===== src/rtl/lr_feature_framer_pkg.sv =====
// Shared constants, FSM state type and helpers for the linear-regression feature framer.
package lr_feature_framer_pkg;

  localparam int unsigned FP_W       = 32;
  localparam int unsigned NUM_FEAT   = 5;
  localparam int unsigned FP_EXP_MSB = 30;
  localparam int unsigned FP_EXP_LSB = 23;
  localparam int unsigned IDX_W      = 3;

  typedef enum logic [1:0] {
    StCollect,
    StDrain,
    StSettle,
    StHold
  } state_e;

  // All-ones exponent covers both Inf and NaN.
  function automatic logic is_nonfinite(input logic [FP_W-1:0] w);
    return &w[FP_EXP_MSB:FP_EXP_LSB];
  endfunction

endpackage


===== src/rtl/lr_feature_framer_bank.sv =====
// Feature register bank: holds the x1..x5 words presented to the regressor.
module lr_feature_framer_bank
  import lr_feature_framer_pkg::*;
#(
  parameter int unsigned DATA_W = FP_W
) (
  input  logic                             clk,
  input  logic                             rst,
  input  logic                             we,
  input  logic [IDX_W-1:0]                 idx,
  input  logic [DATA_W-1:0]                data,
  output logic [NUM_FEAT-1:0][DATA_W-1:0]  feat
);

  always_ff @(posedge clk) begin
    if (rst) begin
      feat <= '0;
    end else if (we) begin
      for (int i = 0; i < NUM_FEAT; i++) begin
        if (idx == IDX_W'(i)) feat[i] <= data;
      end
    end
  end

endmodule


===== src/rtl/lr_feature_framer.sv =====
// Frames 5 streamed FP words into stable regressor inputs, waits a settle time,
// then captures the regressor result and hands it downstream.
module lr_feature_framer
  import lr_feature_framer_pkg::*;
#(
  parameter int unsigned DATA_W        = FP_W,
  parameter int unsigned SETTLE_CYCLES = 2,
  parameter int unsigned CNT_W         = 16
) (
  input  logic              clk,
  input  logic              rst,
  input  logic              s_valid,
  output logic              s_ready,
  input  logic [DATA_W-1:0] s_data,
  input  logic              s_last,
  output logic [DATA_W-1:0] feat_x1,
  output logic [DATA_W-1:0] feat_x2,
  output logic [DATA_W-1:0] feat_x3,
  output logic [DATA_W-1:0] feat_x4,
  output logic [DATA_W-1:0] feat_x5,
  input  logic [DATA_W-1:0] lr_y,
  output logic              m_valid,
  input  logic              m_ready,
  output logic [DATA_W-1:0] m_data,
  output logic              m_nonfinite,
  output logic              err_short,
  output logic              err_long,
  output logic [CNT_W-1:0]  frames_done
);

  localparam int unsigned SET_W     = (SETTLE_CYCLES > 1) ? $clog2(SETTLE_CYCLES) : 1;
  localparam int unsigned SET_LAST  = (SETTLE_CYCLES > 0) ? SETTLE_CYCLES - 1 : 0;
  localparam state_e      StAfter   = (SETTLE_CYCLES == 0) ? StHold : StSettle;

  state_e             state_q, state_d;
  logic [IDX_W-1:0]   idx_q, idx_d;
  logic [SET_W-1:0]   cnt_q, cnt_d;
  logic               nf_acc_q, nf_acc_d;
  logic [DATA_W-1:0]  m_data_q;
  logic               m_nf_q;
  logic               err_short_q, err_short_d;
  logic               err_long_q, err_long_d;
  logic [CNT_W-1:0]   frames_q;
  logic               accept, bank_we, capture, handoff, last_idx;
  logic [NUM_FEAT-1:0][DATA_W-1:0] feat;

  assign accept   = s_valid && s_ready;
  assign last_idx = (idx_q == IDX_W'(NUM_FEAT - 1));

  always_ff @(posedge clk) begin
    if (rst) begin
      state_q <= StCollect;
    end else begin
      state_q <= state_d;
    end
  end

  always_comb begin
    state_d     = state_q;
    idx_d       = idx_q;
    cnt_d       = cnt_q;
    nf_acc_d    = nf_acc_q;
    bank_we     = 1'b0;
    err_short_d = 1'b0;
    err_long_d  = 1'b0;
    capture     = 1'b0;
    handoff     = 1'b0;
    unique case (state_q)
      StCollect: begin
        if (accept) begin
          bank_we  = 1'b1;
          nf_acc_d = nf_acc_q | is_nonfinite(s_data);
          if (!last_idx) begin
            if (s_last) begin
              err_short_d = 1'b1;
              idx_d       = '0;
              nf_acc_d    = 1'b0;
            end else begin
              idx_d = idx_q + 1'b1;
            end
          end else if (s_last) begin
            state_d = StAfter;
            cnt_d   = '0;
          end else begin
            err_long_d = 1'b1;
            state_d    = StDrain;
          end
        end
      end
      StDrain: begin
        if (accept && s_last) begin
          state_d = StAfter;
          cnt_d   = '0;
        end
      end
      StSettle: begin
        if (cnt_q == SET_W'(SET_LAST)) begin
          capture = 1'b1;
          state_d = StHold;
        end else begin
          cnt_d = cnt_q + 1'b1;
        end
      end
      StHold: begin
        if (m_ready) begin
          handoff  = 1'b1;
          state_d  = StCollect;
          idx_d    = '0;
          nf_acc_d = 1'b0;
        end
      end
      default: state_d = StCollect;
    endcase
  end

  always_comb begin
    s_ready = (state_q == StCollect) || (state_q == StDrain);
    m_valid = (state_q == StHold);
    m_data  = m_data_q;
    // With no settle time y is only valid once HOLD is entered; features are frozen there.
    if ((SETTLE_CYCLES == 0) && (state_q == StHold)) m_data = lr_y;
  end

  always_ff @(posedge clk) begin
    if (rst) begin
      idx_q       <= '0;
      cnt_q       <= '0;
      nf_acc_q    <= 1'b0;
      m_data_q    <= '0;
      m_nf_q      <= 1'b0;
      err_short_q <= 1'b0;
      err_long_q  <= 1'b0;
      frames_q    <= '0;
    end else begin
      idx_q       <= idx_d;
      cnt_q       <= cnt_d;
      nf_acc_q    <= nf_acc_d;
      err_short_q <= err_short_d;
      err_long_q  <= err_long_d;
      if (capture || (handoff && (SETTLE_CYCLES == 0))) m_data_q <= lr_y;
      if ((state_q != StHold) && (state_d == StHold)) m_nf_q <= nf_acc_d;
      if (handoff) frames_q <= frames_q + 1'b1;
    end
  end

  lr_feature_framer_bank #(
    .DATA_W (DATA_W)
  ) u_bank (
    .clk  (clk),
    .rst  (rst),
    .we   (bank_we),
    .idx  (idx_q),
    .data (s_data),
    .feat (feat)
  );

  assign feat_x1     = feat[0];
  assign feat_x2     = feat[1];
  assign feat_x3     = feat[2];
  assign feat_x4     = feat[3];
  assign feat_x5     = feat[4];
  assign m_nonfinite = m_nf_q;
  assign err_short   = err_short_q;
  assign err_long    = err_long_q;
  assign frames_done = frames_q;

endmodule


===== config.mk =====
export PLATFORM = sky130hd
export DESIGN_NAME = lr_feature_framer
export DESIGN_NICKNAME = d
export VERILOG_FILES = /design/src/rtl/lr_feature_framer_pkg.sv /design/src/rtl/lr_feature_framer_bank.sv /design/src/rtl/lr_feature_framer.sv
export SDC_FILE = /design/constraint.sdc
export NUM_CORES = 1
export LEC_CHECK = 0
export ABC_AREA = 1
export BUFFER_PORTS_ARGS = -buffer_cell sky130_fd_sc_hd__buf_2
export CAP_MARGIN = 20
export CORE_MARGIN = 8
export CORE_UTILIZATION = 45
export CTS_CLUSTER_DIAMETER = 30
export DETAILED_ROUTE_END_ITERATION = 7
export PLACE_DENSITY = 0.78
export SLEW_MARGIN = 10
export SYNTH_ARGS = -nofsm -noshare
export SYNTH_HDL_FRONTEND = slang
export SYNTH_SLANG_ARGS = --single-unit

===== constraint.sdc =====
create_clock -name clk -period 1.6 [get_ports clk]
set_input_delay 0.08 -clock clk [delete_from_list [all_inputs] [get_ports clk]]
set_output_delay 0.08 -clock clk [all_outputs]
set_load 0.1 [all_outputs]

==> results of run 1 <==
synthesized netlist by cell type, types with 3 or more instances:
| library cell | instances | area [um^2] |
|---|---|---|
| sky130_fd_sc_hd__nor2_1 | 341 | 1280 |
| sky130_fd_sc_hd__dfxtp_1 | 218 | 4364 |
| sky130_fd_sc_hd__o21ai_0 | 162 | 810.8 |
| sky130_fd_sc_hd__nand2_1 | 84 | 315.3 |
| sky130_fd_sc_hd__a21oi_1 | 48 | 240.2 |
| sky130_fd_sc_hd__nand3_1 | 47 | 235.2 |
| sky130_fd_sc_hd__clkbuf_1 | 45 | 168.9 |
| sky130_fd_sc_hd__inv_1 | 29 | 108.9 |
| sky130_fd_sc_hd__ha_1 | 12 | 150.1 |
| sky130_fd_sc_hd__buf_4 | 9 | 67.56 |
| sky130_fd_sc_hd__buf_2 | 7 | 35.03 |
| sky130_fd_sc_hd__nand2_2 | 7 | 43.79 |
| sky130_fd_sc_hd__nor3_1 | 7 | 35.03 |
| sky130_fd_sc_hd__nand4_1 | 5 | 31.28 |
| sky130_fd_sc_hd__nor2_4 | 5 | 56.30 |
| sky130_fd_sc_hd__inv_2 | 4 | 15.01 |
| sky130_fd_sc_hd__a211oi_1 | 3 | 22.52 |
| sky130_fd_sc_hd__a31oi_1 | 3 | 18.77 |
| sky130_fd_sc_hd__nand3_4 | 3 | 52.55 |
| sky130_fd_sc_hd__o21a_1 | 3 | 22.52 |
| sky130_fd_sc_hd__o21ai_1 | 3 | 15.01 |
routing by layer:
metal	global-route usage (%)	up-vias	share of wire, %
met5	0	-	0
met4	13.76	0	4.5
met3	6.733	101	9.1
met2	40.99	437	49
met1	27.27	4178	37
li1	-	4259	-
worst max-delay path, stage by stage, from the launching register on:
cell and delay, ns:
sky130_fd_sc_hd__dfxtp_2 0.35, sky130_fd_sc_hd__buf_6 0.13, sky130_fd_sc_hd__ha_4 0.17, sky130_fd_sc_hd__nand2_4 0.08
sky130_fd_sc_hd__inv_4 0.07, sky130_fd_sc_hd__nand2_4 0.05, sky130_fd_sc_hd__nor3_4 0.15, sky130_fd_sc_hd__nand2_2 0.11
sky130_fd_sc_hd__nor2_4 0.20, sky130_fd_sc_hd__nand4_1 0.11, sky130_fd_sc_hd__nand2_1 0.08, sky130_fd_sc_hd__nor2_1 0.04
path summary, 6_finish.rpt:
check	from	endpoint	slack, ns	cells past startpoint
worst max-delay path	state_q[0]$_SDFF_PP0_	frames_done[11]$_SDFFE_PP0P_	-0.05	11
worst min register to register	u_bank.feat[123]$_SDFFE_PP0P_	u_bank.feat[123]$_SDFFE_PP0P_	0.45	2
worst min-delay path	lr_y[8]	m_data[8]$_SDFFE_PP0P_	0.37	4
worst max register to register	state_q[0]$_SDFF_PP0_	frames_done[11]$_SDFFE_PP0P_	-0.05	11
through the flow:
step	util, %	hold slack (ns)	setup slack [ns]	TNS (ns)
2_1_floorplan	-	0.1585	-0.1042	-0.4709
3_3_place_gp	56.44	0.3280	0.01696	0
3_5_place_dp	56.44	0.3352	-0.09598	-2.088
4_1_cts	69.50	0.3399	-0.05359	-0.05904
5_1_grt	73.54	0.3878	-0.1389	-3.254
6_report	73.58	0.3671	-0.04586	-0.5149
cell families (layout without fill, tap and decap cells):
logic type      Yosys count  in the layout  share of synthesized area [%]
simple gates            503            503                          25.52
buf+inv                  97            532                          5.027
compound gates          224            224                          14.04
xor+xnor                  1              1                         0.1073
flops                   218            218                          53.46
fa+ha+maj                12             12                          1.839
other cells               0              5                              0
registers in the layout, indices dropped and copies added, names as in the netlist, 2 cells and up:
register / cells
state_q: 2
frames_done: 16
m_data: 32
u_bank.feat: 160
idx_q: 3
layout make-up:
| type | count | share of cell area, % |
|---|---|---|
| repair buffers | 416 | 22.29 |
| clock buffers | 57 | 9.423 |
| multi-input cells | 740 | 29.12 |
| clock inverters | 25 | 2.308 |
| diodes | 5 | 0.09499 |
| inverters | 34 | 1.235 |
| flip-flops and latches | 218 | 33.35 |
| well taps | 229 | 2.175 |
cells in the final DEF, fill, tap and decap left out, types with 5 or more instances in the layout:
cell type	synthesis	final
sky130_fd_sc_hd__buf_2	7	279
sky130_fd_sc_hd__nor3_1	7	6
sky130_fd_sc_hd__nand4_1	5	5
sky130_fd_sc_hd__nand3_2	0	6
sky130_fd_sc_hd__clkinvlp_4	0	8
sky130_fd_sc_hd__nor2_2	1	14
sky130_fd_sc_hd__buf_12	0	12
sky130_fd_sc_hd__clkbuf_1	45	5
sky130_fd_sc_hd__dlygate4sd3_1	0	68
sky130_fd_sc_hd__nand2_4	1	5
sky130_fd_sc_hd__dfxtp_1	218	201
sky130_fd_sc_hd__dfxtp_2	0	14
sky130_fd_sc_hd__nand2_1	84	80
sky130_fd_sc_hd__clkbuf_8	0	7
sky130_fd_sc_hd__inv_1	29	19
sky130_fd_sc_hd__nor2_4	5	32
sky130_fd_sc_hd__nand2_2	7	6
sky130_fd_sc_hd__nor2_1	341	301
sky130_fd_sc_hd__inv_6	0	7
sky130_fd_sc_hd__o21ai_2	0	15
sky130_fd_sc_hd__bufinv_16	0	5
sky130_fd_sc_hd__buf_4	9	32
sky130_fd_sc_hd__clkbuf_16	0	51
sky130_fd_sc_hd__a21oi_1	48	46
sky130_fd_sc_hd__o21ai_0	162	107
sky130_fd_sc_hd__o21ai_1	3	42
sky130_fd_sc_hd__ha_1	12	7
sky130_fd_sc_hd__diode_2	0	5
sky130_fd_sc_hd__inv_2	4	7
sky130_fd_sc_hd__nand3_1	47	41
sky130_fd_sc_hd__inv_4	1	5
sky130_fd_sc_hd__buf_6	0	15
power breakdown:
group / switching (mW) / internal (mW) / leakage, nW / total (mW)
logic: 9.86 / 2.79 / 3.56 / 12.6
clock network: 2.97 / 6.31 / 0.734 / 9.28
registers: 0.634 / 6.41 / 1.78 / 7.04
repair_timing:
| item | in CTS | in global routing |
|---|---|---|
| setup endpoints to repair | 108 | 140 |
| hold buffers | 68 | 0 |
| pin swaps | 6 | 32 |
| hold endpoints to repair | 197 | 0 |
| gates resized for setup | 17 | 186 |
| buffers inserted | 10 | 9 |
| gates cloned | 0 | 7 |
==> results by stage, run 1 <==
Outcome:
- The flow ran to the end, but the final reports show violations.
- The checks that failed: setup timing.

Yosys:
- The register bit total from synthesis is about 220.
- The post-synthesis async set-or-reset flop share is 0%.
- Dividing the synthesized area by the synthesized cell count gives 7.737 um^2.
- Summing every instance area after synthesis gives 0.008163 mm^2.
- The post-synthesis instance total is 1,055.
- The synthesized netlist net count is between 1,000 and 1,500.
- For this run, the number of Yosys warnings is 0.
- The number of enable-type register cells in the synthesized netlist is 0.
- The most used flip-flop cell after synthesis is sky130_fd_sc_hd__dfxtp_1.
- For this run, the register share of the synthesized area comes to 53.46%.
- The count of cell types in the netlist is 31.

Die:
- The floorplan has 49 rows.
- In this run the horizontal extent of the chip is 150.7 um.
- The die area is 0.02271 mm^2.
- The total area inside the core boundary comes to 0.01790 mm^2.
- In this run the count of I/O pins placed on the die edge is 282.
- In this run the vertical extent of the chip is 150.7 um.
- The initial standard-cell utilization of the core is 45.60%.

Hold path:
- The min-delay analysis places its worst path in the category in2reg.

Setup path:
- The maximum fanout count along the critical path is 6.
- The startpoint type of the worst setup path is a flop.
- STA classifies the critical path endpoint as a flop.
- By startpoint and endpoint, the worst setup path is classified as reg2reg.
- STA puts the critical path data required time at 2.00 ns.
- Data arrives at the worst endpoint at roughly 2.0 ns.

Route:
- The detailed router finished its first iteration with between 400 and 500 violations.
- After detailed routing, the average wire length per cell comes to about 18 um.
- Dividing the detail-routed via count by the number of cells gives 5.206.
- The final antenna-violating net count is 0.
- The first-pass detailed-route iteration total is 6.
- The final layout contains routed wiring with a total length of 31,280 um.
- Detailed routing inserted a total of roughly 9,000 vias.
- The residual DRC count is 0.

Layout:
- The number of fillers in the final layout is 1,231.
- Cells with a size suffix above 1 make up 36.85% of the layout.
- The multi-input logic area is 0.003836 mm^2.
- Compared with the post-synthesis result, the final layout area differs by 61.37%.
- Registers take around 0.0044 mm^2.
- The cell area after layout is around 0.013 mm^2.
- For this run, the post-layout net count is ~1,500.
- The number of non-filler instances in the completed layout is around 1,700.

Timing:
- Between clock sinks in the finished design, the worst skew comes to between 0.015 and 0.02 ns.
- The final critical path time including I/O delays and setup is 1.646 ns.
- In the post-route analysis, the smallest setup slack over all paths is -0.04586 ns.
- The number of max-slew violations in the final report was 0.
- The final setup violation count is 26.
- Derived from the worst setup path, the maximum achievable clock frequency is between 0.6 and 0.7 GHz.
- Of the available clock period, the critical path in the final layout requires 102.9%.
- The final count of hold timing violations was 0.
- Setup repair after global routing could not meet its margin everywhere.
- The actual transition at the worst max-transition pin is 0.5372 ns.
- The tightest slew margin relative to the limit is 64.43%.

Job:
- Max-cap violations in this run came to 0.

Power and ir drop:
- The analysis attributes to cell leakage a power of 6.076 nW.
- The total power consumption of the routed design is 28.97 mW.
- Across the VDD grid, the largest voltage drop is ~2.0 mV.
- The power per cell area is approximately 2200 mW/mm^2.

GRT:
- The number of global-route vias before repair is 8,523.
- The number of antenna violations at the first check in global routing is 2.
- The total congestion overflow is 0.
- Across every metal layer, demand over resource in global routing totals 24.31%.
- The maximum number of pins on one net before global-route repair is 81.
- The first global-routing pass estimated around 44,000 um of wire.

CTS:
- For this design, the sink count on the clock tree is roughly 220.
- The tree is rooted in a sky130_fd_sc_hd__clkbuf_16.
- The buffer levels on the longest clock path is 3.
- The number of CTS-inserted buffers is 44.
- The clock tree from TritonCTS is built.
- The insertion delay to the later sink of the worst-skew pair is 0.51 ns.
- The clock-pin slew on the worst setup and hold paths is approximately 0.05 ns.
- The H-tree depth is 2.

Place:
- The number of cells in the design after placement is 1,543.
- Routability-driven placement finished with a final weighted congestion of ~0.87.
- The placed cell area is around 0.010 mm^2.
- Input and output buffers added on the ports amount to 281.
- The placed wire-length estimate is 18,570 um.
(Power assumes the default switching activity.)
==> run 2, diff against run 1 <==
Settings changed: CORE_UTILIZATION 45 to 50, PLACE_DENSITY 0.78 to 0.8.
Clock period 1.6 ns to 1.66 ns, I/O delays scaled along.
==> run 2 against run 1 <==
Effect of this change:
- flip-flop and latch count unchanged
- critical endpoint is now m_nonfinite$_SDFFE_PP0P_
- first-iteration DRC count grew 35%
- total power decreased by 9.5%
- clock power shrank 13%
- final area decreased by 7.4%
- count of clock-buffer cells in the layout fell by 10
- wire length is 4.5% lower
- the flow still finishes with violations (setup timing)
- combinational power down 9.5%
==> results by stage, run 2 (synthesis gave the netlist of run 1 again) <==
Timing:
- The worst hold slack after final layout was 0.06833 ns (-0.2987 ns).
- The number of max-slew violations in the final report came to 0 (unchanged).
- Setup repair after global routing could not meet its margin everywhere.
- The upper clock frequency limit is 0.5647 GHz (-7.1%).
- The fraction of the cycle the final worst path needs is 106.7% (+3.8 points).
- The actual transition at the worst max-transition pin came to 0.5889 ns (+0.05163 ns).
- The final setup violation count came to 1 (-96%).
- The tightest slew margin relative to the limit is 60.74% (-3.7 points).
- The summed negative setup slack over all endpoints is -0.1109 ns (+0.4041 ns).
- The setup skew after layout is 0.02696 ns (+0.008078 ns).
- The final count of hold timing violations is 0 (unchanged).
- The least setup slack across all paths after layout is -0.1109 ns (-0.06502 ns).
- The final critical path time including I/O delays and setup was 1.771 ns (+0.1250 ns).

Place:
- The weighted congestion reported at the end of routability-driven placement was 0.8519 (-2.4%).
- The number of buffers added on ports is 281 (unchanged).
- The placed cell area came to 0.009973 mm^2 (-1.3%).
- The number of cells in the design after placement came to 1,520 (-1.5%).
- The placed wire-length estimate was 18,240 um (-1.8%).
- The setup slack at placement is -0.01735 ns (+0.07862 ns).

Power and ir drop:
- The total power consumption of the routed design is 26.23 mW (-9.5%).
- The peak supply drop is 1.882 mV (-8.1%).
- The leakage power total is 5.693 nW (-6.3%).
- The power per cell area is 2150 mW/mm^2 (-2.3%).

CTS:
- TritonCTS built the clock tree.
- The number of CTS-inserted buffers is 40 (-9.1%).
- The H-tree depth came to 2 (unchanged).
- The insertion delay to the later sink of the worst-skew pair was 0.51 ns (about the same).
- The number of clock sinks seen by CTS was 218 (unchanged).
- In this run the clock root is driven by a sky130_fd_sc_hd__clkbuf_16.
- The buffer levels on the longest clock path came to 3 (unchanged).
- The clock-pin slew on the worst setup and hold paths was 0.05 ns (about the same).

Layout:
- The flip-flop count of the largest register after layout is 160 (unchanged).
- The fraction of layout cells with a size suffix above 1 is 30.76% (-6.1 points).
- The most frequent standard cell in the layout excluding fill and tap cells is sky130_fd_sc_hd__nor2_1.
- The number of nets in the finished design is 1,505 (-2.0%).
- The top cell types in the final layout, fill and taps aside, are sky130_fd_sc_hd__nor2_1, sky130_fd_sc_hd__buf_2, sky130_fd_sc_hd__dfxtp_1.
- The number of non-filler instances in the completed layout is 1,667 (-3.3%).
- The layout overhead on the synthesized area is 49.49%.
- The cell area after layout is 0.01220 mm^2 (-7.4%).
- The final core utilization came to 76.54% (+3.0 points).
- The register with the most flip-flops in the final layout is u_bank.feat.

Route:
- The residual DRC count is 0 (unchanged).
- The final antenna-violating net count is 0 (unchanged).
- The first-pass detailed-route iteration total is 5 (-1).
- The per-cell routed wire length was 17.91 um (-1.3%).
- The first-iteration detailed-routing DRC count is 634 (+35%).
- The sum of routed wire length over all layers is 29,860 um (-4.5%).
- The via density per instance came to 5.316 (+2.1%).
- The via count is 8,861 (-1.3%).

Setup path:
- The worst setup path is of the reg2reg kind.
- The critical path arrival was 2.23 ns (+0.19 ns).
- The maximum fanout count along the critical path was 5 (-1).
- The highest cell delay on the worst timing path came to 0.37 ns (+0.02 ns).
- The most used cell along the critical path is sky130_fd_sc_hd__nand2_1.
- The library cell contributing the largest single delay on the critical path is sky130_fd_sc_hd__dfxtp_4.
- The startpoint type of the worst setup path is a flop.
- Walking the worst path, the cells encountered are inv_2 > buf_4 > ha_2 > nand2_2 > nand2_1 > nand3_1 > nand2_1 > nand2_1 > o21bai_1 > nand2_1 > nor2_1.
- The data required time of the critical path is 2.12 ns (+0.12 ns).
- STA classifies the critical path endpoint as a flop.

Die:
- The number of top-level pins is 282 (unchanged).
- The initial standard-cell utilization of the core came to 51.20% (+5.6 points).
- The placeable core area is 0.01594 mm^2 (-11%).
- The height of the die came to 143.8 um (-4.6%).
- The row count is 46 (-6.1%).
- The overall die width was 143.8 um (-4.6%).
- The die area is 0.02067 mm^2 (-9.0%).

GRT:
- The number of global-route vias before repair came to 8,583 (+0.70%).
- The number of antenna violations at the first check in global routing came to 0 (-2).
- The overall track demand over capacity in global routing is 27.42% (+3.1 points).
- The global-route wire length before repair is 44,730 um (+1.8%).
- The total congestion overflow came to 0 (unchanged).
- The maximum number of pins on one net before global-route repair is 49 (-40%).

Outcome:
- The checks that failed: setup timing.
- The run finished, with violations left.

Job:
- The number of max-capacitance violations reported is 0 (unchanged).

Hold path:
- The min-delay analysis places its worst path in the category in2reg.
[run 2: cell types whose count changed in the layout (fill, tap and decap cells not counted), sizes merged]
cell	delta
clkinv	+2
clkinvlp	-7
clkbuf	-15
bufinv	+1
dlygate4sd3	-1
diode	-4
buf	-20
[run 2: path summary, 6_finish.rpt]
check | from | end | slack [ns] | cells past startpoint
hold / removal | rst | m_data[31]$_SDFFE_PP0P_ | 0.07 | 4
setup reg to reg | state_q[0]$_SDFF_PP0_ | m_nonfinite$_SDFFE_PP0P_ | -0.11 | 11
hold reg to reg | u_bank.feat[105]$_SDFFE_PP0P_ | u_bank.feat[105]$_SDFFE_PP0P_ | 0.46 | 2
setup / recovery | state_q[0]$_SDFF_PP0_ | m_nonfinite$_SDFFE_PP0P_ | -0.11 | 11
[run 2: metal layers]
metal / GRT usage (%) / vias to the layer above / share of wire [%]
met5: 0 / - / 0
met4: 16.99 / 0 / 5.3
met3: 6.901 / 128 / 9.4
met2: 45.92 / 493 / 49
met1: 30.85 / 4057 / 37
li1: - / 4183 / -
[run 2: worst max-delay path: cells and delay by family (launching register included)]
kind	cells	cell delay, ns
compound gates	1	0.17
simple gates	7	0.70
fa+ha+maj	1	0.23
flops	1	0.37
buf+inv	2	0.26
[run 2: repair_timing]
action | in CTS | in global routing
cloned | 0 | 1
hold buffers | 67 | 0
endpoints found under the hold margin | 198 | 0
setup buffers | 1 | 9
pin swaps | 1 | 5
resized for setup | 11 | 30
endpoints found under the setup margin | 36 | 77
[run 2: layout make-up]
class	count	area, um^2
Fill cell	1095	3740
Timing Repair Buffer	390	2546
Clock inverter	21	284.0
Clock buffer	47	1047
Multi-Input combinational cell	740	3517
Tap cell	216	270.3
Antenna cell	1	2.502
Inverter	34	142.6
Sequential cell	218	4393
[run 2: power by group]
part | internal, mW | leakage (nW) | switching (mW)
logic | 2.22 | 3.26 | 9.18
registers | 6.18 | 1.78 | 0.548
clock network | 5.43 | 0.659 | 2.68
total | 13.8 | 5.69 | 12.4
==> run 3, diff against run 2 <==
Settings changed: CORE_UTILIZATION 50 to 51, SYNTH_HIERARCHICAL set to 1.
==> run 3 against run 2 <==
Effect of this change:
- the run still ends with setup timing left
- wire length is 16% higher
- hold slack worse by 0.054 ns
- global-route usage about the same
- total power is 0.76% lower
- register-to-register slack improved by 0.07 ns
- first-iteration DRC count rose by 37%
- critical path type unchanged
- critical endpoint is now u_bank/feat[72]$_SDFFE_PP0P_
==> results by stage, run 3 <==
Yosys:
- The mux contribution to synthesized area is 0% (unchanged).
- The most used flip-flop cell after synthesis is sky130_fd_sc_hd__dfxtp_1.
- The area share of xor/xnor cells in the synthesized design is 0.3913% (+0.28 points).
- The number of enable-type register cells in the synthesized netlist is 0 (unchanged).
- The simple-gate area share of the yosys netlist came to 38.83% (+13 points).
- The largest total area in the synthesized netlist belongs to sky130_fd_sc_hd__dfxtp_1.
- The area fraction of the dominant cell type after synthesis is 48.74% (-4.7 points).
- The most repeated cell in the gate-level netlist after synthesis is sky130_fd_sc_hd__nor2_1.
- The post-synthesis instance total was 1,293 (+23%).
- The synthesized netlist net count is 1,371 (+21%).
- The post-synthesis async set-or-reset flop share is 0% (unchanged).
- The post-synth design cell area came to 0.008954 mm^2 (+9.7%).
- The portion of the post-synthesis area used by sequential elements is 48.74% (-4.7 points).
- The post-synthesis area per instance is 6.925 um^2 (-11%).
- The adder-cell area share of the yosys netlist was 1.258% (-0.58 points).
- By area, the combinational part of the netlist is dominated by simple AND/OR/NAND/NOR gates.
- The register bit total from synthesis came to 218 (unchanged).
- Sorting the synthesized cells by how often they occur yields sky130_fd_sc_hd__nor2_1, sky130_fd_sc_hd__nand2_1, sky130_fd_sc_hd__dfxtp_1, sky130_fd_sc_hd__nand3_1, sky130_fd_sc_hd__inv_1.
- The share of the synthesized area in compound gates (AO/OA/AOI/OAI) was 3.759% (-10 points).
- The count of cell types in the netlist was 28 (-9.7%).
- The number of warnings printed during yosys synthesis is 6 (+6).
- After synthesis, the cell types taking the most area are sky130_fd_sc_hd__dfxtp_1, sky130_fd_sc_hd__nor2_1, sky130_fd_sc_hd__nand3_1, sky130_fd_sc_hd__nand2_1, sky130_fd_sc_hd__inv_1.

GRT:
- The maximum number of pins on one net before global-route repair is 93 (+90%).
- The number of global-route vias before repair is 9,630 (+12%).
- The number of antenna violations at the first check in global routing is 0 (unchanged).
- The overall track demand over capacity in global routing is 27.45% (+0.029 points).
- The total congestion overflow is 0 (unchanged).
- The global-route wire length before repair is 49,510 um (+11%).

Layout:
- The sequential cell area in the final layout is 0.004395 mm^2 (about the same).
- The layout overhead on the synthesized area is 49.90%.
- The fraction of layout cells with a size suffix above 1 came to 28.76% (-2.0 points).
- The number of fillers in the final layout is 1,163 (+6.2%).
- Leaving out fill and tap cells, the most frequent cell in the layout is sky130_fd_sc_hd__nor2_1.
- The flip-flop count of the largest register after layout came to 160 (unchanged).
- The register with the most flip-flops in the final layout is u_bank/feat.
- The multi-input logic area is 0.004106 mm^2 (+17%).
- In the layout the commonest cells are sky130_fd_sc_hd__nor2_1, sky130_fd_sc_hd__buf_2, sky130_fd_sc_hd__nand2_1.
- The number of nets in the finished design is 1,741 (+16%).
- The diode insertion count for antenna repair came to 0 (-1).

Place:
- The number of buffers added on ports is 281 (unchanged).
- The weighted congestion reported at the end of routability-driven placement is 0.8979 (+5.4%).
- The placed wire-length estimate is 19,670 um (+7.9%).
- The setup slack at placement is -0.01830 ns (-0.0009456 ns).

Setup path:
- The setup path with the least slack is of type reg2reg.
- The maximum fanout count along the critical path is 6 (+1).
- Walking the worst path, the cells encountered are inv_4 > ha_4 > nand2_2 > inv_2 > inv_2 > nor2_4 > buf_8 > buf_12 > nand3_2 > nand2_1 > nor2_1.
- The type of element capturing the critical path is a flop.
- The startpoint type of the worst setup path is a flop.
- The highest cell delay on the worst timing path is 0.37 ns (about the same).
- The critical path arrival is 2.10 ns (-0.13 ns).
- Among the stages of the critical path, the cell type that occurs most often is sky130_fd_sc_hd__inv_2.
- The library cell contributing the largest single delay on the critical path is sky130_fd_sc_hd__dfxtp_4.
- The data required time of the critical path came to 2.05 ns (-0.07 ns).

CTS:
- The number of clock sinks seen by CTS is 218 (unchanged).
- TritonCTS built the clock tree.
- The H-tree depth is 2 (unchanged).
- The clock-pin slew on the worst setup and hold paths is 0.04 ns (about the same).
- The insertion delay to the later sink of the worst-skew pair was 0.52 ns (about the same).
- The buffer levels on the longest clock path is 3 (unchanged).
- The number of CTS-inserted buffers was 43 (+7.5%).
- The buffer type at the clock tree root is sky130_fd_sc_hd__clkbuf_16.

Timing:
- The tightest slew margin relative to the limit is 63.17% (+2.4 points).
- The final critical path time including I/O delays and setup is 1.703 ns (-0.06795 ns).
- The number of max-slew violations in the final report is 0 (unchanged).
- The summed negative setup slack over all endpoints came to -0.04293 ns (+0.06795 ns).
- The actual transition at the worst max-transition pin was 0.5563 ns (-0.03251 ns).
- The setup skew after layout is 0.02034 ns (-0.006618 ns).
- The least setup slack across all paths after layout is -0.04293 ns (+0.06795 ns).
- The upper clock frequency limit is 0.5872 GHz (+4.0%).
- The final setup violation count was 1 (unchanged).
- The final count of hold timing violations came to 0 (unchanged).
- Setup repair after global routing could not meet its margin everywhere.
- The fraction of the cycle the final worst path needs is 102.6% (-4.1 points).

Die:
- The placeable core area is 0.01724 mm^2 (+8.1%).
- The height of the die is 148.5 um (+3.3%).
- The number of top-level pins came to 282 (unchanged).
- The initial standard-cell utilization of the core is 51.95% (+0.74 points).
- The die area was 0.02205 mm^2 (+6.7%).
- The row count is 48 (+4.3%).
- The overall die width is 148.5 um (+3.3%).

Route:
- The first-pass detailed-route iteration total came to 6 (+1).
- The via count came to 10,260 (+16%).
- The residual DRC count was 0 (unchanged).
- The final antenna-violating net count is 0 (unchanged).
- The via density per instance is 5.336 (+0.39%).
- The first-iteration detailed-routing DRC count is 869 (+37%).
- The sum of routed wire length over all layers is 34,790 um (+16%).
- The per-cell routed wire length is 18.10 um (+1.0%).

Hold path:
- The type of the tightest min-delay check is in2reg.

Power and ir drop:
- The leakage power total was 6.555 nW (+15%).
- The peak supply drop was 1.544 mV (-18%).
- The power per cell area was 1940 mW/mm^2 (-9.8%).

Job:
- The number of max-capacitance violations reported is 0 (unchanged).

Outcome:
- The checks that failed: setup timing.
- The flow ran to the end, but the final reports show violations.
-- run 3: kinds of logic (layout without fill, tap and decap cells) --
group                    Yosys count  after routing
AO/OA/AOI/OAI                     65             65
XOR/XNOR                           4              4
AND/OR/NAND/NOR                  845            845
flip-flops                       218            218
adder cells (fa/ha/maj)            9              9
buffers and inverters            152            556
-- run 3: path summary, 6_finish.rpt --
| check | start | slack (ns) | cells after the start | end |
|---|---|---|---|---|
| setup reg to reg | state_q[1]$_SDFF_PP0_ | -0.04 | 11 | u_bank/feat[72]$_SDFFE_PP0P_ |
| setup / recovery | state_q[1]$_SDFF_PP0_ | -0.04 | 11 | u_bank/feat[72]$_SDFFE_PP0P_ |
| hold / removal | s_data[14] | 0.01 | 5 | u_bank/feat[46]$_SDFFE_PP0P_ |
| hold reg to reg | u_bank/feat[7]$_SDFFE_PP0P_ | 0.47 | 2 | u_bank/feat[7]$_SDFFE_PP0P_ |
-- run 3: area by class of cell --
class / instances / area share [%]
Tap cell: 225 / 2.098
Multi-Input combinational cell: 923 / 30.60
Clock inverter: 18 / 1.939
Timing Repair Buffer: 401 / 20.96
Clock buffer: 61 / 9.499
Sequential cell: 218 / 32.75
Inverter: 76 / 2.163
-- run 3: what timing repair did --
action / 4_1_cts / 5_1_grt
setup buffers: 3 / 9
gates resized for setup: 9 / 37
endpoints found under the hold margin: 102 / 0
pin swaps: 1 / 7
gates cloned: 2 / 13
setup endpoints to repair: 62 / 167
hold buffers: 53 / 0
-- run 3: through the flow --
stage          cell area (um^2)  power (mW)  std cells  hold WS (ns)  utilization, %
2_1_floorplan              9026       13.80       1293        0.1524               -
3_3_place_gp              10810       15.52       1763        0.3296           62.70
3_5_place_dp              10810       15.63       1763        0.3376           62.70
4_1_cts                   12960       24.97       1900      0.002048           75.22
5_1_grt                   13420       26.89       1922       0.01747           77.87
6_report                  13420       26.03       1922       0.01427           77.87
-- run 3: report_power, final --
| group | internal (mW) | switching (mW) | total (mW) | leakage [nW] |
|---|---|---|---|---|
| clock network | 6.24 | 2.78 | 9.03 | 0.756 |
| registers | 5.96 | 0.431 | 6.39 | 1.78 |
| logic | 2.55 | 8.07 | 10.6 | 4.02 |
-- run 3: layer usage --
layer  share of wire, %  global-route usage, %  vias to the layer above  wire length [um]
li1                   -                      -                     4808                 -
met1                 36                  30.75                     4648             12430
met2                 49                  46.34                      683             16940
met3                 11                  7.779                      117              3891
met4                4.4                  14.89                        0              1527
met5                  0                      0                        -                 0
-- run 3: critical path: cells and delay by family (launching register included) --
kind          cells  cell delay [ns]
flops             1             0.37
simple gates      5             0.51
fa+ha+maj         1             0.17
buf+inv           5             0.53
